**config.mk**
```make
export PLATFORM = sky130hd
export DESIGN_NAME = node_stream_tx
export DESIGN_NICKNAME = d
export VERILOG_FILES = /design/src/rtl/node_stream_tx.sv
export SDC_FILE = /design/constraint.sdc
export NUM_CORES = 1
export LEC_CHECK = 0
export ABC_AREA = 1
export BUFFER_PORTS_ARGS = -buffer_cell sky130_fd_sc_hd__buf_2
export CAP_MARGIN = 20
export CORE_ASPECT_RATIO = 0.7
export CORE_MARGIN = 1.5
export CORE_UTILIZATION = 40
export CTS_BUF_LIST = sky130_fd_sc_hd__clkbuf_4 sky130_fd_sc_hd__clkbuf_8
export CTS_CLUSTER_SIZE = 28
export DETAILED_ROUTE_END_ITERATION = 8
export GPL_ROUTABILITY_DRIVEN = 0
export PLACE_DENSITY_LB_ADDON = 0.3
export SYNTH_ARGS = -nofsm -noshare
export SYNTH_HDL_FRONTEND = slang
export SYNTH_SLANG_ARGS = --single-unit
```
**constraint.sdc**
```tcl
create_clock -name clk -period 2.35 [get_ports clk]
set_input_delay 0.47 -clock clk [delete_from_list [all_inputs] [get_ports clk]]
set_output_delay 0.47 -clock clk [all_outputs]
set_load 0.005 [all_outputs]
```
**src/rtl/node_stream_tx.sv**
```systemverilog
// rtl/node_stream_tx.sv - snapshot a frame of packed node coordinates and stream it one node per beat
module node_stream_tx #(
  parameter int NODE_COUNT = 5
) (
  input  logic                       clk,
  input  logic                       reset,
  input  logic                       frame_start,
  input  logic [NODE_COUNT*32-1:0]   nodes_x,
  input  logic [NODE_COUNT*32-1:0]   nodes_y,
  output logic                       out_valid,
  input  logic                       out_ready,
  output logic [31:0]                out_x,
  output logic [31:0]                out_y,
  output logic [7:0]                 out_index,
  output logic                       out_last,
  output logic                       busy,
  output logic                       frame_dropped,
  output logic [15:0]                drop_count
);

  localparam logic       S_IDLE   = 1'b0;
  localparam logic       S_SEND   = 1'b1;
  localparam logic [7:0] LAST_IDX = 8'(NODE_COUNT - 1);

  logic                     r_state;
  logic [7:0]               r_idx;
  logic [NODE_COUNT*32-1:0] r_snap_x;
  logic [NODE_COUNT*32-1:0] r_snap_y;
  logic                     r_dropped;
  logic [15:0]              r_drop_count;

  logic        w_hs;
  logic        w_final;
  logic [31:0] w_x;
  logic [31:0] w_y;

  assign w_hs    = (r_state == S_SEND) && out_ready;
  assign w_final = w_hs && (r_idx == LAST_IDX);

  always_comb begin
    w_x = 32'd0;
    w_y = 32'd0;
    for (int i = 0; i < NODE_COUNT; i++) begin
      if (r_idx == 8'(i)) begin
        w_x = r_snap_x[i*32 +: 32];
        w_y = r_snap_y[i*32 +: 32];
      end
    end
  end

  always_ff @(posedge clk) begin
    if (reset) begin
      r_state      <= S_IDLE;
      r_idx        <= 8'd0;
      r_snap_x     <= '0;
      r_snap_y     <= '0;
      r_dropped    <= 1'b0;
      r_drop_count <= 16'd0;
    end else begin
      r_dropped <= 1'b0;
      if (r_state == S_IDLE) begin
        if (frame_start) begin
          r_snap_x <= nodes_x;
          r_snap_y <= nodes_y;
          r_idx    <= 8'd0;
          r_state  <= S_SEND;
        end
      end else begin
        if (w_final) begin
          r_idx <= 8'd0;
          // a frame_start landing on the last handshake chains the next frame with no bubble
          if (frame_start) begin
            r_snap_x <= nodes_x;
            r_snap_y <= nodes_y;
          end else begin
            r_state <= S_IDLE;
          end
        end else begin
          if (w_hs) begin
            r_idx <= r_idx + 8'd1;
          end
          if (frame_start) begin
            r_dropped <= 1'b1;
            if (r_drop_count != 16'hFFFF) begin
              r_drop_count <= r_drop_count + 16'd1;
            end
          end
        end
      end
    end
  end

  assign out_valid     = (r_state == S_SEND);
  assign out_x         = w_x;
  assign out_y         = w_y;
  assign out_index     = r_idx;
  assign out_last      = out_valid && (r_idx == LAST_IDX);
  assign busy          = (r_state == S_SEND);
  assign frame_dropped = r_dropped;
  assign drop_count    = r_drop_count;

endmodule
```
# Yosys cells after proc, flatten, opt, wreduce, memory -nomap -nowiden

Index checks and enable logic that the tools add are counted.

Bits in registers: 346
Bits in latches: 0
Memory bits (writable): 0
Memory bits (read-only): 0
Output and inout bits: 92
Memories: 0

Add/subtract/negate cells: 2
$mul: 0
Div/mod/pow operators: 0
$lt $le $gt $ge: 0
Eq/ne operators: 7
Shift operators: 0
Muxes and demuxes: 23
Bitwise operators: 2
Reduce and logical (&&, ||, !) cells: 8

Operators by type and width:

| operator                | count |
|---|---|
| $mux W160               | 6 |
| $mux W32                | 10 |
| $mux W8                 | 4 |
| $add A16 B1 Y16 const B | 1 |
| $eq A8 B2 Y1 const B    | 2 |
| $ne A16 B16 Y1 const B  | 1 |
| $add A8 B1 Y8 const B   | 1 |
| $eq A8 B1 Y1 const B    | 1 |
| $eq A8 B3 Y1 const B    | 1 |
| $logic_not A8 Y1        | 1 |
| $reduce_and A4 Y1       | 1 |
| $logic_and A1 B1 Y1     | 3 |
| $mux W1                 | 3 |
| $ne A3 B1 Y1 const B    | 1 |
| $reduce_or A3 Y1        | 1 |
| $ne A2 B1 Y1 const B    | 1 |
| $not A1 Y1              | 2 |
| $reduce_and A2 Y1       | 1 |
| $reduce_bool A2 Y1      | 1 |

# Depth between registers and ports, before layout

Word-level depth: 6
Gate-level depth with buffers: 11

# Worst setup path before layout

OpenSTA, ideal clock, no wires.

Path kind: register -> output
Start: register r_idx[0], in the netlist out_index[0]
End: output out_x[19]
Arrival time: 1486 ps
Required time: 1880 ps
Path slack: 394 ps
Stages on the path, launching flop included: 9
Cell sequence: dfxtp_1 inv_1 ha_1 nand3_2 nor2_4 buf_2 buf_1 nand2_1 nand3_1

Word-level cells in the longest chain between the ends: 6
Elaborated cells between the ends (all ways): 10
Those cells by class: eq/ne (4); mux (5); reduce/logical (1)

Ends and longest elaborated chain:

| what                   | RTL line | text |
|---|---|---|
| from (decl)            | 26       | `logic [7:0] r_idx;` |
| from (signal assigned) | 80       | `r_idx <= r_idx + 8'd1;` |
| $logic_not A8 Y1       | 44       | `if (r_idx == 8'(i)) begin` |
| $mux W32 (4 in a row)  | 44       |  |
| $mux W32 *             | 44       |  |
| to (decl)              | 12       | `output logic [31:0] out_x,` |

Every way passes the cells marked *; elsewhere a longest branch is shown, timed or not.

# Worst setup path in the final report

Start: register r_idx[2], in the netlist out_index[2]
End: output out_x[10]

The elaborated chain is that of the path after synthesis.

==> flow_summary.ini <==
[outcome]
status = finished, violations left
violations = negative setup slack

[yosys]
async_flop_share = 0
synth_top_area_frac = 0.423
ys_types = 26
syn_inst = 2441
ys_top_cells_by_area = dfxtp_1 (42%), nand2_1 (19%), nand3_1 (13%), a21oi_1 (12%), inv_1 (3.1%)
ys.flop_type = dfxtp_1
synth_most_common_cell = nand2_1
synth-edff-count = 0
ys_seq_elements = 346
syn_avg_cell_area_um2 = 6.70
syn_nets = 2770
yosys-top-cells-count = nand2_1 (830), nand3_1 (440), a21oi_1 (401)
yosys_warnings = 0
synth_sequential_area_ratio = 0.423
syn-cell-area_um2 = 16400
yosys.area.top_type = dfxtp_1

[critical_path]
reg2reg_from = out_index[1]
crit_end = out_x[10]
crit_fanout = 6
crit_path_start = out_index[2]
rr_worst_depth = 17
crit_type = reg2out
critPathRequiredTime_ps = 1880
r2r_end = r_snap_y[69]
r2r_slack_ps = -150
crit_path_start_kind = register
worstSetupEndpointType = primary output
crit_arrival_ps = 2460

[timing]
final.min_clock_period_ps = 2930
final.setup.worst_slack_ps = -581
worst_pin_slew_ps = 704
slew_viol_final = 0
finalClockSkew_ps = 57.1
slew_headroom = 0.531
final.period_utilization = 1.25
setup_tns_ps = -53760
fmax_mhz = 341
hold_violations = 0
finalSetupViolCount = 347
rsz0062_at_grt = true

[clock_network]
max-clock-path-buffers = 3
clkSinkCount = 346
cts.clk_slew.worst_paths_ps = 70
htree_num_levels = 2
root_buffer = clkbuf_8
cts_tree = yes
cts_hold_buffers = 0
cts_buffers = 56
clock_latency_ps = 660

[placed_design]
dpl.cell_count = 3282
hpwl_mm = 43.1
io_buffers = 415

[power_and_ir_drop]
ir_drop_uv = 491
power_density_nw_per_um2 = 673
leakagePower_nw = 10.5

[routing]
drt-total-wl_mm = 76.3
via_count = 19700
routed_via_density = 5.60
drcViolationCount = 0
post_drt_wl_per_cell_um = 21.7
ant_nets = 0
drtPass1Iterations = 9
drtIter0Drc = 2399

[cells_and_area]
syn2layout_area_growth_pct = 48.5
fin_util = 0.607
drive_gt1_frac = 0.352
fill_cells = 3647
final_cells = 3523
fin_nets = 3258
ff_latch_area_um2 = 6940
multiInputGateArea_um2 = 9330

[grt]
globalRouteOverflowTotal = 0
gr-usage-all-layers = 0.301
antenna_found_initial = 19
grt_pass1_vias = 17000
grt_max_degree = 119
grt_pass1_wl_mm = 98.1

[run]
drv_cap = 0

[floorplan]
dieHeight_um = 172
core_area_um2 = 40000
chipWidth_um = 245
ioPinCount = 416
dieArea_um2 = 42100
rows = 61
start_util = 0.409

[min_path]
hold_class = in2reg
worstHoldPathCells = 3
## flip-flops by register name, summed over array words and instances (netlist names)
signal	flops
busy	1
drop_count	16
out_index	8
frame_dropped	1
r_snap_y	160
r_snap_x	160
## cells by family (layout without fill, tap and decap cells)
| logic type | Yosys count | count (layout) | synth area share |
|---|---|---|---|
| and+or+nand+nor | 1337 | 1339 | 0.349 |
| AOI/OAI and AO/OA | 412 | 412 | 0.126 |
| DFF | 346 | 346 | 0.423 |
| buffers and inverters | 335 | 864 | 0.0948 |
| xor gates and xnor gates | 6 | 6 | 0.00321 |
| adders and majority gates | 5 | 5 | 0.00382 |
| other | 0 | 16 | 0 |
## critical path: stages (launching register included)
cell     delay [ps]
dfxtp_2         340
nor2_4          140
buf_6           150
inv_8            40
nor3_4          200
buf_12          160
buf_12          130
buf_12          150
nand2_4          60
nand3_4         110
nand2_2          70
nand2_2          80
nand2_1          70
buf_2           130
## routing by layer
| metal | wire [um] | global-route usage | vias up | share of wire |
|---|---|---|---|---|
| li1 | - | - | 8990 | - |
| met1 | 32300 | 0.431 | 9397 | 0.42 |
| met2 | 33200 | 0.438 | 1165 | 0.44 |
| met3 | 8630 | 0.0773 | 175 | 0.11 |
| met4 | 2150 | 0.0969 | 4 | 0.028 |
| met5 | 24 | 0 | - | 0.00031 |
## power breakdown
group / switching, W / internal (W)
clock: 0.00262 / 0.00314
combinational: 0.00239 / 0.00181
sequential: 0.000215 / 0.00619
total: 0.00522 / 0.0111
## worst min-delay path by stage
stage | startpoint | to | slack (ps)
finish | nodes_y[43] | r_snap_y[43] | 70
global route | nodes_y[111] | r_snap_y[111] | 70
CTS | nodes_y[43] | r_snap_y[43] | 40
detailed placement | r_snap_y[139] | r_snap_y[139] | 450
global placement | r_snap_y[103] | r_snap_y[103] | 450
floorplan | r_snap_x[107] | r_snap_x[107] | 440
## cells in the final DEF, fill, tap and decap left out, types with 7 or more instances in the layout
cell type  synthesis  final
buf_2             55    405
nand2_1          830    683
clkbuf_8           0     72
clkbuf_16          0     33
buf_4             24     62
a21oi_1          401    364
nand2_4            2     38
diode_2            0     16
o21ai_0            9      9
nor2_1            34     30
clkinv_2           0      7
inv_1            136    133
nand3_2            3     74
nand2_2            5    115
nor2_4             3      7
buf_16             0     26
dfxtp_1          346    338
buf_6             18     40
nand3_4            0     21
a21oi_2            0     37
clkbuf_4           0     18
buf_12             0     43
dfxtp_2            0      7
nand3_1          440    348
buf_8              0     14
## through the flow
step | setup slack (ps) | cell area (um^2) | hold WS, ps | total power [W]
finish | -581 | 24300 | 71.7 | 0.0164
global route | -691 | 24300 | 66.7 | 0.0169
CTS | -529 | 22000 | 43.6 | 0.0155
detailed placement | -53.6 | 19100 | 452 | 0.00929
global placement | -94.6 | 19100 | 448 | 0.00925
floorplan | 394 | 16400 | 440 | 0.00802
## cell type report
type                            count  share of cell area
Multi-Input combinational cell   1762               0.384
Inverter                          140              0.0224
Antenna cell                       16             0.00165
Clock buffer                       90              0.0463
Clock inverter                     11             0.00381
Timing Repair Buffer              623               0.229
Tap cell                          535              0.0276
Sequential cell                   346               0.286
## what timing repair did
action / CTS / global route
pin swaps: 62 / 110
resized for setup: 227 / 248
setup endpoints to repair: 65 / 143
setup buffers: 29 / 37
cloned: 17 / 50
No activity file was read; power rests on OpenSTA's default activity.
